===== config.mk =====
export PLATFORM = sky130hd
export DESIGN_NAME = muldiv_seq_flat
export DESIGN_NICKNAME = d
export VERILOG_FILES = /design/src/rtl/muldiv_seq_if.sv /design/src/rtl/muldiv_seq.sv /design/src/flat_wrapper.sv
export SDC_FILE = /design/constraint.sdc
export NUM_CORES = 1
export LEC_CHECK = 0
export ABC_AREA = 1
export BUFFER_PORTS_ARGS = -buffer_cell sky130_fd_sc_hd__buf_4
export CAP_MARGIN = 20
export CORE_MARGIN = 5
export CORE_UTILIZATION = 35
export DETAILED_ROUTE_END_ITERATION = 10
export GPL_TIMING_DRIVEN = 0
export REMOVE_ABC_BUFFERS = 1
export SYNTH_ARGS = -nofsm -noshare
export SYNTH_HDL_FRONTEND = slang
export SYNTH_SLANG_ARGS = --single-unit

===== constraint.sdc =====
create_clock -name clk -period 1.7 [get_ports clk]
set_clock_uncertainty 0.1 [all_clocks]
set_input_delay 0.17 -clock clk [delete_from_list [all_inputs] [get_ports clk]]
set_output_delay 0.17 -clock clk [all_outputs]
set_load 0.05 [all_outputs]

===== src/rtl/muldiv_seq_if.sv =====
// Bus between the control unit / AU datapath and the iterative multiply-divide sequencer.
// The slave modport is the sequencer's view; the master modport is the surrounding datapath's.
interface muldiv_seq_if;
    logic        start;
    logic        op;
    logic [15:0] a;
    logic [15:0] b;
    logic        busy;
    logic        done;
    logic [15:0] res_hi;
    logic [15:0] res_lo;
    logic        div_by_zero;
    logic        au_own;
    logic [2:0]  au_opcode;
    logic [15:0] au_arg1;
    logic [15:0] au_arg2;
    logic [15:0] au_result;
    logic        au_carry;

    modport slave (
        input  start, op, a, b, au_result, au_carry,
        output busy, done, res_hi, res_lo, div_by_zero,
        output au_own, au_opcode, au_arg1, au_arg2
    );

    modport master (
        output start, op, a, b, au_result, au_carry,
        input  busy, done, res_hi, res_lo, div_by_zero,
        input  au_own, au_opcode, au_arg1, au_arg2
    );
endinterface


===== src/rtl/muldiv_seq.sv =====
// 16x16 unsigned multiply and 16/16 unsigned divide, one bit per cycle through the shared AU.
// r_hi/r_lo hold the partial product (MULU) or remainder/quotient (DIVU).
module muldiv_seq (
    input  logic         clk,
    input  logic         rst_n,
    muldiv_seq_if.slave  bus
);
    typedef enum logic [1:0] {
        S_IDLE = 2'd0,
        S_RUN  = 2'd1,
        S_DONE = 2'd2
    } state_t;

    localparam logic [2:0] AU_ADD = 3'b000;
    localparam logic [2:0] AU_SUB = 3'b001;

    state_t      r_state;
    state_t      w_state_next;
    logic        r_op;
    logic [15:0] r_b;
    logic [15:0] r_hi;
    logic [15:0] r_lo;
    logic [3:0]  r_cnt;
    logic [15:0] r_res_hi;
    logic [15:0] r_res_lo;
    logic        r_dbz;

    logic        w_accept;
    logic        w_dbz_start;
    logic        w_last;
    logic [15:0] w_s;
    logic [15:0] w_hi_next;
    logic [15:0] w_lo_next;

    assign w_accept    = (r_state != S_RUN) && bus.start;
    assign w_dbz_start = w_accept && bus.op && (bus.b == 16'd0);
    assign w_last      = (r_cnt == 4'd15);
    assign w_s         = {r_hi[14:0], r_lo[15]};

    always_ff @(posedge clk or negedge rst_n) begin
        if (!rst_n) begin
            r_state <= S_IDLE;
        end else begin
            r_state <= w_state_next;
        end
    end

    always_comb begin
        w_state_next = r_state;
        case (r_state)
            S_IDLE, S_DONE: begin
                if (w_accept) begin
                    w_state_next = w_dbz_start ? S_DONE : S_RUN;
                end else begin
                    w_state_next = S_IDLE;
                end
            end
            S_RUN: begin
                if (w_last) begin
                    w_state_next = S_DONE;
                end
            end
            default: w_state_next = S_IDLE;
        endcase
    end

    // AU drive and step results depend only on registers, never on start.
    always_comb begin
        bus.busy      = 1'b0;
        bus.done      = 1'b0;
        bus.au_own    = 1'b0;
        bus.au_opcode = AU_ADD;
        bus.au_arg1   = 16'd0;
        bus.au_arg2   = 16'd0;
        w_hi_next     = r_hi;
        w_lo_next     = r_lo;
        case (r_state)
            S_RUN: begin
                bus.busy   = 1'b1;
                bus.au_own = 1'b1;
                if (!r_op) begin
                    bus.au_opcode = AU_ADD;
                    bus.au_arg1   = r_hi;
                    bus.au_arg2   = r_lo[0] ? r_b : 16'd0;
                    w_hi_next     = {bus.au_carry, bus.au_result[15:1]};
                    w_lo_next     = {bus.au_result[0], r_lo[15:1]};
                end else begin
                    bus.au_opcode = AU_SUB;
                    bus.au_arg1   = w_s;
                    bus.au_arg2   = r_b;
                    // A set R[15] means the shifted remainder is 17 bits wide, so it always exceeds b.
                    if (r_hi[15] || !bus.au_carry) begin
                        w_hi_next = bus.au_result;
                        w_lo_next = {r_lo[14:0], 1'b1};
                    end else begin
                        w_hi_next = w_s;
                        w_lo_next = {r_lo[14:0], 1'b0};
                    end
                end
            end
            S_DONE:  bus.done = 1'b1;
            default: ;
        endcase
    end

    always_ff @(posedge clk or negedge rst_n) begin
        if (!rst_n) begin
            r_op     <= 1'b0;
            r_b      <= 16'd0;
            r_hi     <= 16'd0;
            r_lo     <= 16'd0;
            r_cnt    <= 4'd0;
            r_res_hi <= 16'd0;
            r_res_lo <= 16'd0;
            r_dbz    <= 1'b0;
        end else if (w_accept) begin
            r_op  <= bus.op;
            r_b   <= bus.b;
            r_cnt <= 4'd0;
            r_dbz <= w_dbz_start;
            if (w_dbz_start) begin
                r_res_hi <= bus.a;
                r_res_lo <= 16'hFFFF;
            end else begin
                r_hi <= 16'd0;
                r_lo <= bus.a;
            end
        end else if (r_state == S_RUN) begin
            r_hi  <= w_hi_next;
            r_lo  <= w_lo_next;
            r_cnt <= r_cnt + 4'd1;
            if (w_last) begin
                r_res_hi <= w_hi_next;
                r_res_lo <= w_lo_next;
            end
        end
    end

    assign bus.res_hi      = r_res_hi;
    assign bus.res_lo      = r_res_lo;
    assign bus.div_by_zero = r_dbz;
endmodule


===== src/flat_wrapper.sv =====
// flat-port wrapper written by rule: the top's interface ports become plain ports
module muldiv_seq_flat 
  (clk, rst_n, bus_start, bus_op, bus_a, bus_b, bus_au_result, bus_au_carry, bus_busy, bus_done, bus_res_hi, bus_res_lo, bus_div_by_zero, bus_au_own, bus_au_opcode, bus_au_arg1, bus_au_arg2);
  muldiv_seq_if bus_i ();
  input  logic clk;
  input  logic rst_n;
  input wire logic [$bits(bus_i.start)-1:0] bus_start;
  input wire logic [$bits(bus_i.op)-1:0] bus_op;
  input wire logic [$bits(bus_i.a)-1:0] bus_a;
  input wire logic [$bits(bus_i.b)-1:0] bus_b;
  input wire logic [$bits(bus_i.au_result)-1:0] bus_au_result;
  input wire logic [$bits(bus_i.au_carry)-1:0] bus_au_carry;
  output wire logic [$bits(bus_i.busy)-1:0] bus_busy;
  output wire logic [$bits(bus_i.done)-1:0] bus_done;
  output wire logic [$bits(bus_i.res_hi)-1:0] bus_res_hi;
  output wire logic [$bits(bus_i.res_lo)-1:0] bus_res_lo;
  output wire logic [$bits(bus_i.div_by_zero)-1:0] bus_div_by_zero;
  output wire logic [$bits(bus_i.au_own)-1:0] bus_au_own;
  output wire logic [$bits(bus_i.au_opcode)-1:0] bus_au_opcode;
  output wire logic [$bits(bus_i.au_arg1)-1:0] bus_au_arg1;
  output wire logic [$bits(bus_i.au_arg2)-1:0] bus_au_arg2;
  assign bus_i.start = bus_start;
  assign bus_i.op = bus_op;
  assign bus_i.a = bus_a;
  assign bus_i.b = bus_b;
  assign bus_i.au_result = bus_au_result;
  assign bus_i.au_carry = bus_au_carry;
  assign bus_busy = bus_i.busy;
  assign bus_done = bus_i.done;
  assign bus_res_hi = bus_i.res_hi;
  assign bus_res_lo = bus_i.res_lo;
  assign bus_div_by_zero = bus_i.div_by_zero;
  assign bus_au_own = bus_i.au_own;
  assign bus_au_opcode = bus_i.au_opcode;
  assign bus_au_arg1 = bus_i.au_arg1;
  assign bus_au_arg2 = bus_i.au_arg2;
  muldiv_seq u_core (.clk(clk), .rst_n(rst_n), .bus(bus_i));
endmodule

==> impl_metrics.tcl <==
set metrics [dict create \
    whs_path_depth 5 \
    finalPower_mw 19.2 \
    area_growth_pct 66.2 \
    grt_remaining_overflow 0 \
    critPathMaxFanout 5 \
    worst_r2r_startpoint "u_core.r_state[0]$_DFFE_PN0P_" \
    hold_end "u_core.bus.res_hi[5]$_DFFE_PN0P_" \
    root_buffer "clkbuf_16" \
    final_cells 1055 \
    min_from "bus_a[5]" \
    final_cell_area_sq_um 8200 \
    timing.hold.ws_ns 0.0588 \
    utilization 0.593 \
    critPathRequiredTime_ns 1.43 \
    violations "negative setup slack" \
    max_freq_ghz 0.525 \
    dieArea_sq_um 16600 \
    r2r-end "u_core.bus.res_hi[12]$_DFFE_PN0P_" \
    maxCapViolations 0 \
    gp_routability_congestion 0.815 \
    regArea_sq_um 2210 \
    dp_cells 969 \
    rows 43 \
    period_share 1.12 \
    cts_buffer_depth 2 \
    cts_buffers 9 \
    die_h_microns 129 \
    start_kind "flip-flop" \
    vias_per_cell 5.22 \
    coreArea_sq_um 13800 \
    nets 925 \
    yosysUniqueCellTypes 25 \
    crit_type "flip-flop to primary output" \
    vias 5511 \
    multiInputGateArea_sq_um 3240 \
    syn_inst 712 \
    portBuffers 121 \
    yosys_warnings 0 \
    r2r_cells 8 \
    slew_viol_final 0 \
    avgSynthCellArea_sq_um 6.93 \
    fill_cells 1222 \
    cts_tree "built" \
    antenna_found_initial 0 \
    io_pins 124 \
    setup_viol 88 \
    p_per_area_nw_per_um2 2340 \
    cts_num_sinks 88 \
    path_delay_family "flip-flops" \
    detail-route-antenna-nets 0 \
    crit_arrival_ns 1.63 \
    max-vdd-ir-drop_mv 1.02 \
    hp-class "primary input to flip-flop" \
    synthesis.area_sq_um 4930 \
    layout_setup_ws_ns -0.205 \
    cts_max_level 3 \
    rsz0062_at_grt "yes" \
    cp_slowest_cell "dfrtp_4" \
    path_buf_inv 3 \
    grt_pass1_vias 5310 \
    crit_top_cell "buf_6" \
    outcome "finished, violations left" \
    die_w_microns 129 \
    wire_per_inst_microns 18.9 \
    end_kind "primary output" \
    ys_ff_latch 88 \
    track_usage 0.231 \
    place_ws_ns -2.50 \
    finalCriticalPeriod_ns 1.90 \
    critPathMaxStageDelay_ns 0.55 \
    regToRegSetupSlack_ns -0.19 \
    insertion_delay_ns 0.35 \
    drive_gt1_frac 0.385 \
    diodes 0 \
    grt_pass1_wl_mm 29.9 \
    finalHoldViolations 0 \
    clkTransAtPathRegs_ns 0.06 \
    grt_max_degree 58 \
    power_leakage_nw 4.10 \
    dpl_cell_area_sq_um 5930 \
    wl_mm 19.9 \
    fin_setup_tns_ns -10.44 \
    drt-pass1-iter-count 5 \
    path_cells "buf_16 -> nor2_4 -> buf_6 -> nor2_2 -> buf_6" \
    drt_iter0_drc 524 \
    start_util 0.357 \
    place_hpwl_mm 9.68 \
    seq_area_frac_synth 0.447 \
    drc 0 \
]
layout make-up:
class	count	share of cell area
sequential	88	0.269
timing repair inverter	7	0.0150
tap	180	0.0275
multi-input combinational	544	0.395
clock buffer	12	0.0301
timing repair buffer	180	0.230
clock inverter	3	0.00519
inverter	41	0.0272
cell usage after synthesis (all sizes together):
library cell / n / area, sq um
nand2: 326 / 1240
nand3: 99 / 500
dfrtp: 88 / 2200
inv: 39 / 146
o21ai: 37 / 185
nor2: 34 / 130
buf: 31 / 184
clkbuf: 19 / 71.3
a21oi: 18 / 90.1
mux2i: 12 / 120
clkinv: 2 / 7.51
or2: 2 / 12.5
a21boi: 1 / 7.51
conb: 1 / 3.75
ha: 1 / 12.5
nand4: 1 / 6.26
o21bai: 1 / 7.51
cells by family (layout without fill, tap and decap cells):
family,Yosys count,count (layout),share of synthesized area
adders and majority gates,1,1,0.00254
AOI/OAI and AO/OA,57,57,0.0589
and+or+nand+nor,462,472,0.384
other,1,2,0.000760
DFF,88,88,0.447
muxes,12,12,0.0244
buffers and inverters,91,243,0.0830
report_power, final:
group | leakage, nW | total, mW | internal, mW | switching (mW)
logic | 2.86 | 13.3 | 4.65 | 8.60
clock network | 0.139 | 2.02 | 1.17 | 0.849
registers | 1.10 | 3.94 | 3.08 | 0.861
sequential cells by signal, summed over array words and instances (netlist names):
register,count
u_core.bus.div_by_zero,1
u_core.bus.res_hi,16
u_core.bus.res_lo,16
u_core.r_b,16
u_core.r_cnt,4
u_core.r_hi,16
u_core.r_lo,16
u_core.r_op,1
u_core.r_state,2
worst max path at each step:
stage / end / slack [ns] / cells after the start / start
floorplan: u_core.bus.res_hi[0]$_DFFE_PN0P_ / -1.63 / 9 / u_core.r_state[1]$_DFFE_PN0P_
global placement: u_core.bus.res_hi[2]$_DFFE_PN0P_ / -3.55 / 7 / u_core.r_state[0]$_DFFE_PN0P_
detailed placement: u_core.bus.res_hi[14]$_DFFE_PN0P_ / -2.50 / 8 / u_core.r_state[0]$_DFFE_PN0P_
CTS: bus_au_arg2[14] / -0.21 / 5 / u_core.r_op$_DFFE_PN0N_
global route: bus_au_arg2[14] / -0.22 / 5 / u_core.r_op$_DFFE_PN0N_
finish: bus_au_arg2[0] / -0.20 / 5 / u_core.r_op$_DFFE_PN0N_
cells in the final DEF, fill, tap and decap left out, drive strengths merged:
cell type,n
a21boi,1
a21oi,18
buf,160
bufbuf,1
bufinv,1
clkbuf,14
clkinv,5
clkinvlp,1
conb,2
dfrtp,88
dlygate4sd3,17
ha,1
inv,44
mux2i,12
nand2,336
nand3,99
nand4,1
nor2,34
o21ai,37
o21bai,1
or2,2
timing repair:
item	4_1_cts	5_1_grt
cloned	21	5
gates resized for setup	193	107
setup endpoints to repair	123	105
hold endpoints to repair	47	0
pin swaps	22	49
buffers inserted	24	8
hold buffers	17	0
routing by layer:
layer	vias to the layer above	track usage	share of wire
met5	-	0	0
met4	0	0.0605	0.024
met3	36	0.0681	0.092
met2	261	0.365	0.48
met1	2632	0.312	0.41
li1	2582	-	-
worst min-delay path: stages:
cell and delay, ns:
buf_4 0.08, nand2_1 0.05, nand2_1 0.06, nand3_1 0.06
nand2_1 0.05
(Power assumes the default switching activity.)
